==> src/rtl/aec_param_calc.sv <==
// aec_param_calc
//   ASCII infix calculator. Characters arrive one per cycle, are tokenised
//   into multi-digit operands and operators, converted to postfix with a
//   shunting-yard pass, and the postfix stream is then evaluated. A single
//   stack serves as the operator stack during conversion and as the operand
//   stack during evaluation. All arithmetic wraps modulo 2^DATA_W.
//
// Ports
//   clk       clock, rising edge
//   rst       asynchronous, active-high reset
//   ready     ascii_in holds a character this cycle (taken only when idle)
//   ascii_in  input character
//   busy      high from the cycle after '=' until the cycle valid pulses
//   valid     one-cycle pulse, result/error final
//   error     qualified by valid, 1 = expression rejected
//   result    qualified by valid, forced to 0 when error=1
//
// Handshake: a character is consumed on a rising edge where ready=1 and the
// block is in its receive state (busy=0, valid=0); otherwise it is dropped.
module aec_param_calc #(
  parameter int DATA_W      = 16,
  parameter int MAX_TOK     = 32,
  parameter int STACK_DEPTH = 16,
  parameter int RADIX       = 10
) (
  input  logic              clk,
  input  logic              rst,
  input  logic              ready,
  input  logic [7:0]        ascii_in,
  output logic              busy,
  output logic              valid,
  output logic              error,
  output logic [DATA_W-1:0] result
);

  localparam int TW = $clog2(MAX_TOK + 1);
  localparam int TI = $clog2(MAX_TOK);
  localparam int SW = $clog2(STACK_DEPTH + 1);
  localparam int SI = $clog2(STACK_DEPTH);
  localparam logic [TW:0]       TOK_MAX = (TW + 1)'(MAX_TOK);
  localparam logic [SW-1:0]     STK_MAX = SW'(STACK_DEPTH);
  localparam logic [DATA_W-1:0] RAD_W   = DATA_W'(RADIX);

  // Operator codes, kept in the low bits of a token/stack word.
  localparam logic [2:0] OP_LP  = 3'd0;
  localparam logic [2:0] OP_ADD = 3'd1;
  localparam logic [2:0] OP_SUB = 3'd2;
  localparam logic [2:0] OP_MUL = 3'd3;
  localparam logic [2:0] OP_RP  = 3'd4;

  typedef enum logic [2:0] {S_RECV, S_CONVERT, S_FLUSH, S_EVAL, S_DONE} state_t;
  state_t state, next_state;

  logic              tok_is_op [MAX_TOK];
  logic [DATA_W-1:0] tok_val   [MAX_TOK];
  logic              pf_is_op  [MAX_TOK];
  logic [DATA_W-1:0] pf_val    [MAX_TOK];
  logic [DATA_W-1:0] stack     [STACK_DEPTH];

  logic [TW-1:0]     tok_cnt, tok_idx, pf_cnt, pf_idx;
  logic [SW-1:0]     sp;
  logic [DATA_W-1:0] acc;
  logic              acc_valid, err;

  function automatic logic [1:0] prec(input logic [2:0] op);
    return (op == OP_MUL) ? 2'd2 : 2'd1;
  endfunction

  // Character decode
  logic       rx_digit, rx_op, rx_close, rx_eq, rx_bad;
  logic [3:0] rx_dval;
  logic [2:0] rx_opcode;

  always_comb begin
    rx_digit  = 1'b0;
    rx_dval   = 4'd0;
    rx_op     = 1'b0;
    rx_opcode = OP_LP;
    rx_close  = 1'b0;
    rx_eq     = 1'b0;
    rx_bad    = 1'b0;
    if (ascii_in >= 8'h30 && ascii_in <= 8'h39) begin
      rx_digit = 1'b1;
      rx_dval  = 4'(ascii_in - 8'h30);
    end else if (RADIX == 16 && ascii_in >= 8'h61 && ascii_in <= 8'h66) begin
      rx_digit = 1'b1;
      rx_dval  = 4'(ascii_in - 8'h57);
    end else begin
      case (ascii_in)
        "+":     begin rx_op = 1'b1; rx_opcode = OP_ADD; rx_close = 1'b1; end
        "-":     begin rx_op = 1'b1; rx_opcode = OP_SUB; rx_close = 1'b1; end
        "*":     begin rx_op = 1'b1; rx_opcode = OP_MUL; rx_close = 1'b1; end
        "(":     begin rx_op = 1'b1; rx_opcode = OP_LP;  rx_close = 1'b1; end
        ")":     begin rx_op = 1'b1; rx_opcode = OP_RP;  rx_close = 1'b1; end
        " ":     rx_close = 1'b1;
        "=":     begin rx_close = 1'b1; rx_eq = 1'b1; end
        default: rx_bad = 1'b1;
      endcase
    end
  end

  logic              accept, store_opnd, opnd_ok, op_ok;
  logic [TW:0]       op_slot;
  logic [DATA_W-1:0] acc_next;

  // A closing character may store two tokens in one cycle: the pending
  // operand and then the operator itself, each capacity-checked.
  assign accept     = (state == S_RECV) && ready;
  assign store_opnd = accept && rx_close && acc_valid;
  assign opnd_ok    = {1'b0, tok_cnt} < TOK_MAX;
  assign op_slot    = {1'b0, tok_cnt} + (TW + 1)'(store_opnd);
  assign op_ok      = op_slot < TOK_MAX;
  assign acc_next   = acc * RAD_W + DATA_W'(rx_dval);

  // Views of current token, postfix entry and stack top
  logic [TI-1:0]     tok_i, pf_i;
  logic [SI-1:0]     top_i, nos_i;
  logic              cur_op, pfe_op;
  logic [DATA_W-1:0] cur_val, pfe_val, top_val, nos_val;

  assign tok_i   = tok_idx[TI-1:0];
  assign pf_i    = pf_idx[TI-1:0];
  assign top_i   = SI'(sp - SW'(1));
  assign nos_i   = SI'(sp - SW'(2));
  assign cur_op  = tok_is_op[tok_i];
  assign cur_val = tok_val[tok_i];
  assign pfe_op  = pf_is_op[pf_i];
  assign pfe_val = pf_val[pf_i];
  assign top_val = stack[top_i];
  assign nos_val = stack[nos_i];

  // Per-state action decode
  logic              push_en, pop_en, pf_wr_en, pf_wr_op, tok_adv, pf_adv;
  logic              ev_en, step_err;
  logic [DATA_W-1:0] push_val, pf_wr_val, ev_res;

  always_comb begin
    next_state = state;
    push_en    = 1'b0;
    push_val   = '0;
    pop_en     = 1'b0;
    pf_wr_en   = 1'b0;
    pf_wr_op   = 1'b0;
    pf_wr_val  = '0;
    tok_adv    = 1'b0;
    pf_adv     = 1'b0;
    ev_en      = 1'b0;
    ev_res     = '0;
    step_err   = 1'b0;
    case (state)
      S_RECV: if (accept && rx_eq) next_state = S_CONVERT;
      S_CONVERT: begin
        if (err) begin
          next_state = S_DONE;
        end else if (tok_idx == tok_cnt) begin
          next_state = S_FLUSH;
        end else if (!cur_op) begin
          pf_wr_en  = 1'b1;
          pf_wr_val = cur_val;
          tok_adv   = 1'b1;
        end else if (cur_val[2:0] == OP_LP) begin
          if (sp == STK_MAX) step_err = 1'b1;
          else begin push_en = 1'b1; push_val = cur_val; tok_adv = 1'b1; end
        end else if (cur_val[2:0] == OP_RP) begin
          if (sp == '0) begin
            step_err = 1'b1;
          end else if (top_val[2:0] == OP_LP) begin
            pop_en  = 1'b1;
            tok_adv = 1'b1;
          end else begin
            pop_en = 1'b1; pf_wr_en = 1'b1; pf_wr_op = 1'b1; pf_wr_val = top_val;
          end
        end else begin
          // Pop one higher-or-equal operator per cycle; the token index
          // only advances once the incoming operator is pushed.
          if (sp != '0 && top_val[2:0] != OP_LP &&
              prec(top_val[2:0]) >= prec(cur_val[2:0])) begin
            pop_en = 1'b1; pf_wr_en = 1'b1; pf_wr_op = 1'b1; pf_wr_val = top_val;
          end else if (sp == STK_MAX) begin
            step_err = 1'b1;
          end else begin
            push_en = 1'b1; push_val = cur_val; tok_adv = 1'b1;
          end
        end
      end
      S_FLUSH: begin
        if (err) next_state = S_DONE;
        else if (sp == '0) next_state = S_EVAL;
        else if (top_val[2:0] == OP_LP) step_err = 1'b1;
        else begin
          pop_en = 1'b1; pf_wr_en = 1'b1; pf_wr_op = 1'b1; pf_wr_val = top_val;
        end
      end
      S_EVAL: begin
        if (err) begin
          next_state = S_DONE;
        end else if (pf_idx == pf_cnt) begin
          step_err   = (sp != SW'(1));
          next_state = S_DONE;
        end else if (!pfe_op) begin
          if (sp == STK_MAX) step_err = 1'b1;
          else begin push_en = 1'b1; push_val = pfe_val; pf_adv = 1'b1; end
        end else if (sp < SW'(2)) begin
          step_err = 1'b1;
        end else begin
          ev_en  = 1'b1;
          pf_adv = 1'b1;
          case (pfe_val[2:0])
            OP_ADD:  ev_res = nos_val + top_val;
            OP_SUB:  ev_res = nos_val - top_val;
            default: ev_res = nos_val * top_val;
          endcase
        end
      end
      S_DONE:  next_state = S_RECV;
      default: next_state = S_RECV;
    endcase
    if (step_err) next_state = S_DONE;
  end

  always_ff @(posedge clk or posedge rst) begin
    if (rst) state <= S_RECV;
    else     state <= next_state;
  end

  always_ff @(posedge clk or posedge rst) begin
    if (rst) begin
      tok_cnt   <= '0;
      tok_idx   <= '0;
      pf_cnt    <= '0;
      pf_idx    <= '0;
      sp        <= '0;
      acc       <= '0;
      acc_valid <= 1'b0;
      err       <= 1'b0;
      for (int i = 0; i < MAX_TOK; i++) begin
        tok_is_op[i] <= 1'b0;
        tok_val[i]   <= '0;
        pf_is_op[i]  <= 1'b0;
        pf_val[i]    <= '0;
      end
      for (int i = 0; i < STACK_DEPTH; i++) stack[i] <= '0;
    end else if (state == S_DONE) begin
      tok_cnt   <= '0;
      tok_idx   <= '0;
      pf_cnt    <= '0;
      pf_idx    <= '0;
      sp        <= '0;
      acc       <= '0;
      acc_valid <= 1'b0;
      err       <= 1'b0;
    end else begin
      if (accept) begin
        if (rx_digit) begin
          acc       <= acc_next;
          acc_valid <= 1'b1;
        end else if (rx_close) begin
          acc       <= '0;
          acc_valid <= 1'b0;
        end
        if (store_opnd && opnd_ok) begin
          tok_is_op[tok_cnt[TI-1:0]] <= 1'b0;
          tok_val[tok_cnt[TI-1:0]]   <= acc;
        end
        if (rx_op && op_ok) begin
          tok_is_op[op_slot[TI-1:0]] <= 1'b1;
          tok_val[op_slot[TI-1:0]]   <= DATA_W'(rx_opcode);
        end
        tok_cnt <= tok_cnt + TW'(store_opnd && opnd_ok) + TW'(rx_op && op_ok);
        if (rx_bad || (store_opnd && !opnd_ok) || (rx_op && !op_ok)) err <= 1'b1;
      end
      if (step_err) err <= 1'b1;
      if (tok_adv)  tok_idx <= tok_idx + TW'(1);
      if (pf_adv)   pf_idx  <= pf_idx + TW'(1);
      if (pf_wr_en) begin
        pf_is_op[pf_cnt[TI-1:0]] <= pf_wr_op;
        pf_val[pf_cnt[TI-1:0]]   <= pf_wr_val;
        pf_cnt <= pf_cnt + TW'(1);
      end
      if (ev_en) begin
        stack[nos_i] <= ev_res;
        sp <= sp - SW'(1);
      end else if (push_en) begin
        stack[sp[SI-1:0]] <= push_val;
        sp <= sp + SW'(1);
      end else if (pop_en) begin
        sp <= sp - SW'(1);
      end
    end
  end

  assign busy   = (state == S_CONVERT) || (state == S_FLUSH) || (state == S_EVAL);
  assign valid  = (state == S_DONE);
  assign error  = valid && err;
  assign result = (valid && !err) ? stack[0] : '0;

endmodule

==> config.mk <==
export PLATFORM = sky130hd
export DESIGN_NAME = aec_param_calc
export DESIGN_NICKNAME = d
export VERILOG_FILES = /design/src/rtl/aec_param_calc.sv
export SDC_FILE = /design/constraint.sdc
export NUM_CORES = 2
export LEC_CHECK = 0
export CORE_MARGIN = 1
export CORE_UTILIZATION = 60
export CTS_CLUSTER_DIAMETER = 150
export DETAILED_ROUTE_END_ITERATION = 10
export PLACE_DENSITY = 0.86
export SETUP_SLACK_MARGIN = 0.5
export SLEW_MARGIN = 20
export SYNTH_ARGS = -nofsm -noshare
export SYNTH_HDL_FRONTEND = slang
export SYNTH_SLANG_ARGS = --single-unit
==> constraint.sdc <==
create_clock -name clk -period 99.6 [get_ports clk]
set_input_delay 9.96 -clock clk [delete_from_list [all_inputs] [get_ports clk]]
set_output_delay 9.96 -clock clk [all_outputs]
set_load 0.03 [all_outputs]
==> summary.txt <==
Cells and area
  – Finished layout cell area: 78,870 µm²
  – Most used cells in the layout excluding fill and tap cells: dfrtp_1, nand2_1, o21ai_0, nor2_1, mux4_2
  – Area growth from synthesis to layout: 8.362%
  – Most frequent standard cell in the layout excluding fill and tap cells: dfrtp_1
  – Net count of the finished layout: 6,840
  – Post-route non-filler standard cell count: 8,358
  – Ratio of cells with drive above 1 in the final layout: 14.14%

Min path
  – Worst hold path startpoint: pf_val[370]
  – Worst Hold Class: reg -> reg

STA
  – Max Clock Skew: 72.12 ps
  – Slew at the pin closest to its max-slew limit: 1375 ps
  – Highest clock rate: 70.33 MHz
  – RSZ-0062 raised after global routing: no
  – Fin crit period: 14,220 ps
  – Period Utilization, post-route: 14.28%
  – Final slew viol count: 0
  – Total Neg Setup Slack: 0 ps
  – Endpoints failing hold: 0
  – Tightest slew margin relative to the limit: 8.292%
  – Setup Viol. Count Final: 0

Critical path
  – Longest individual stage delay on the worst path: 950 ps
  – Category of the worst setup path launch point: input port
  – Worst setup path startpoint: ascii_in[2]
  – Endpoint arrival time on the critical path: 14,970 ps
  – Endpoint required time on the critical path: 100,350 ps
  – CP Capture Type: flop
  – Critical-path cell with the highest stage delay: nor3b_2
  – Largest fanout on the critical path: 16
  – Worst flop-to-flop path startpoint: sp[0]
  – Gate family responsible for the most delay along the worst path: simple AND/OR/NAND/NOR gates
  – Most common cell type on the critical path: nand2_1
  – Cells traversed along the worst timing path: clkdlybuf4s50_1 > nor3_1 > a31oi_1 > a2bb2oi_1 > nand4b_1 > inv_1 > ha_1 > nand2_1 > nor2_1 > and4_1 > o21ai_0 > nor3b_2 > nand2_1 > nand3_1 > o22ai_1 > a21oi_1
  – Start-to-end type of the worst setup path: in -> reg
  – Worst path bufs/invs: 2

Floorplan
  – Number of placed I/O pins: 30
  – Initial standard-cell utilization of the core: 60.59%
  – Floorplan core area: 120,100 µm²
  – Placement row count: 127
  – DIE HEIGHT: 350.3 µm
  – Die ar.: 122,700 µm²
  – Width of the die: 350.3 µm

Synthesis
  – Proportion of synthesized chip area in sequential cells: 47.93%
  – Cells after Synth: 6,898
  – EDFF count, synth: 0
  – Post-synthesis instance area: 72,780 µm²
  – Seq cells post-synth: 1,394
  – Synth Flop Type: dfrtp_1
  – Post-Synthesis Net Count: 7,104
  – Yosys warnings: 0
  – Share of async-settable or async-resettable flops after synthesis: 100.0%
  – Mapped Avg Cell Area: 10.55 µm²
  – Distinct cells, synth: 87

GRT
  – Antenna violations before repair: 10
  – Remaining global-route overflow: 0
  – Via count of the first global-routing pass: 61,970
  – All-Layer GR Usage: 38.97%
  – First-pass GRT wire length: 361.8 mm
  – Maximum number of pins on one net before global-route repair: 195

Clocking
  – Reg clk slew, reported paths: 60 ps
  – Source-to-sink clock delay at the later pin of the worst-skew pair: 840 ps
  – # clock sinks: 1,394
  – H-Tree Level Count: 4
  – Number of gates given a new drive strength after cts: 0
  – Clock tree root buffer cell: clkbuf_16
  – Maximum count of clock buffers along a single path: 3
  – Total setup buffers inserted after CTS: 0
  – Post-cts hold buffer count: 0
  – Num CTS Buffers: 143
  – CTS tree: done

Route
  – Number of vias per cell: 7.270
  – Remaining design rule violation count: 0
  – Routed WL per cell: 28.25 µm
  – Count of routing violations after the opening detailed-route iteration: 10,740
  – Count of nets left with antenna violations after detail routing: 0
  – First drt pass iteration count: 10
  – Total via count in the routed design: 60,760
  – Routed wire length: 236.1 mm

Placed design
  – DPL Wire Length: 140.0 mm
  – Instance area at placement: 73,930 µm²
  – Final RePlAce weighted congestion: 1.013
  – Cell Count Post-Placement: 8,100
  – Buffers on Ports: 29

Status
  – Result of the run: finished clean

Pwr
  – Maximum ir drop on the vdd rail: 0.02303 mV
  – Leakage: 33.08 nW
  – Cell Pwr Density: 14.69 nW/µm²

Flow run
  – Max Cap Viol: 0
[worst reg2reg max path: stages (launching register included)]
cell and delay, ps:
dfrtp_4 850, clkinv_1 720, ha_4 860, buf_4 680, mux4_2 460, mux4_2 780
nand2_1 190, fa_1 470, fa_1 520, inv_1 80, ha_1 140, inv_1 50
fa_1 480, inv_1 40, ha_1 260, inv_1 40, fa_1 470, inv_1 40
ha_1 300, a21boi_0 150, o21ai_0 320, a21boi_0 200, o21ai_0 310, nand2b_1 110
xnor2_1 160, mux2i_1 890, nand2b_1 530, o221ai_1 320
[state kept, by name, summed over array words and instances (netlist names), 16 cells and up]
| signal | count |
|---|---|
| pf_is_op | 32 |
| tok_is_op | 32 |
| pf_val | 512 |
| acc | 16 |
| stack | 256 |
| tok_val | 512 |
[kinds of logic (layout without fill, tap and decap cells)]
group                      count (synthesis)  in the layout  share of synthesized area, %
AOI/OAI and AO/OA                       1908           1908                         14.88
xor gates and xnor gates                 113            113                         1.435
adders and majority gates                195            195                         4.219
buffers and inverters                    750            594                         4.305
DFF                                     1394           1394                         47.93
muxes                                    552            552                         16.04
other                                      0              4                             0
and+or+nand+nor                         1986           1986                         11.20
[where the power goes]
| part | internal [mW] | switching [mW] |
|---|---|---|
| sequential | 0.568 | 0.00175 |
| combinational | 0.00797 | 0.0273 |
| clock | 0.310 | 0.244 |
| total | 0.885 | 0.273 |
[Yosys cell counts, drive strengths merged, types with 23 or more instances]
library cell | instances | area [µm²]
nor3 | 29 | 161.4
nand2b | 23 | 143.9
o22ai | 109 | 714.4
clkbuf | 415 | 1558
xnor2 | 76 | 688.2
nor2b | 32 | 200.2
mux4 | 489 | 11010
inv | 181 | 679.4
nor2 | 531 | 1993
dfrtp | 1394 | 34880
o211ai | 28 | 210.2
nand3 | 65 | 337.8
fa | 84 | 1682
o2bb2ai | 27 | 236.5
and2 | 66 | 412.9
buf | 153 | 892.1
o221ai | 53 | 464.2
a21oi | 459 | 2297
mux2i | 54 | 556.8
a22oi | 82 | 615.6
a21o | 33 | 247.7
xor2 | 36 | 334.1
nand2 | 1163 | 4368
o21ai | 999 | 5030
ha | 111 | 1389
[layout make-up]
type | instances | area, µm²
flip-flops and latches | 1394 | 34910
inverters | 182 | 690.7
diodes | 4 | 10.01
clock inverters | 44 | 656.9
well taps | 1612 | 2017
repair buffers | 159 | 1380
multi-input cells | 4754 | 35050
fillers | 8298 | 41260
clock buffers | 209 | 4156
[metal layers]
metal  track usage, %  share of wire [%]  vias to the layer above
li1                 -                  -                    23990
met1            46.54                 32                    29790
met2            57.53                 44                     5502
met3            15.17                 15                     1474
met4            28.72                8.4                       16
met5           0.5887               0.11                        -
[worst paths after layout]
kind | to | slack, ps | cells past startpoint
min in group asynchronous | acc[0] | 9670 | 2
hold / removal | pf_val[370] | 480 | 2
hold reg to reg | pf_val[370] | 480 | 2
max in group asynchronous | pf_val[133] | 86610 | 5
setup / recovery | tok_val[416] | 85380 | 16
setup reg to reg | stack[43] | 89090 | 27
[per-stage QoR]
stage / setup WS (ps) / power [mW] / util, % / hold WS (ps)
6_report: 85380 / 1.159 / 65.65 / 476.0
4_1_cts: 85650 / 1.154 / 65.55 / 478.5
2_1_floorplan: 50330 / 0.6034 / - / 443.8
3_5_place_dp: 84930 / 0.6137 / 61.55 / 465.0
3_3_place_gp: 85100 / 0.6129 / 61.51 / 455.8
5_1_grt: 85220 / 1.181 / 65.64 / 488.0
Power figures use the tool's default switching activity.
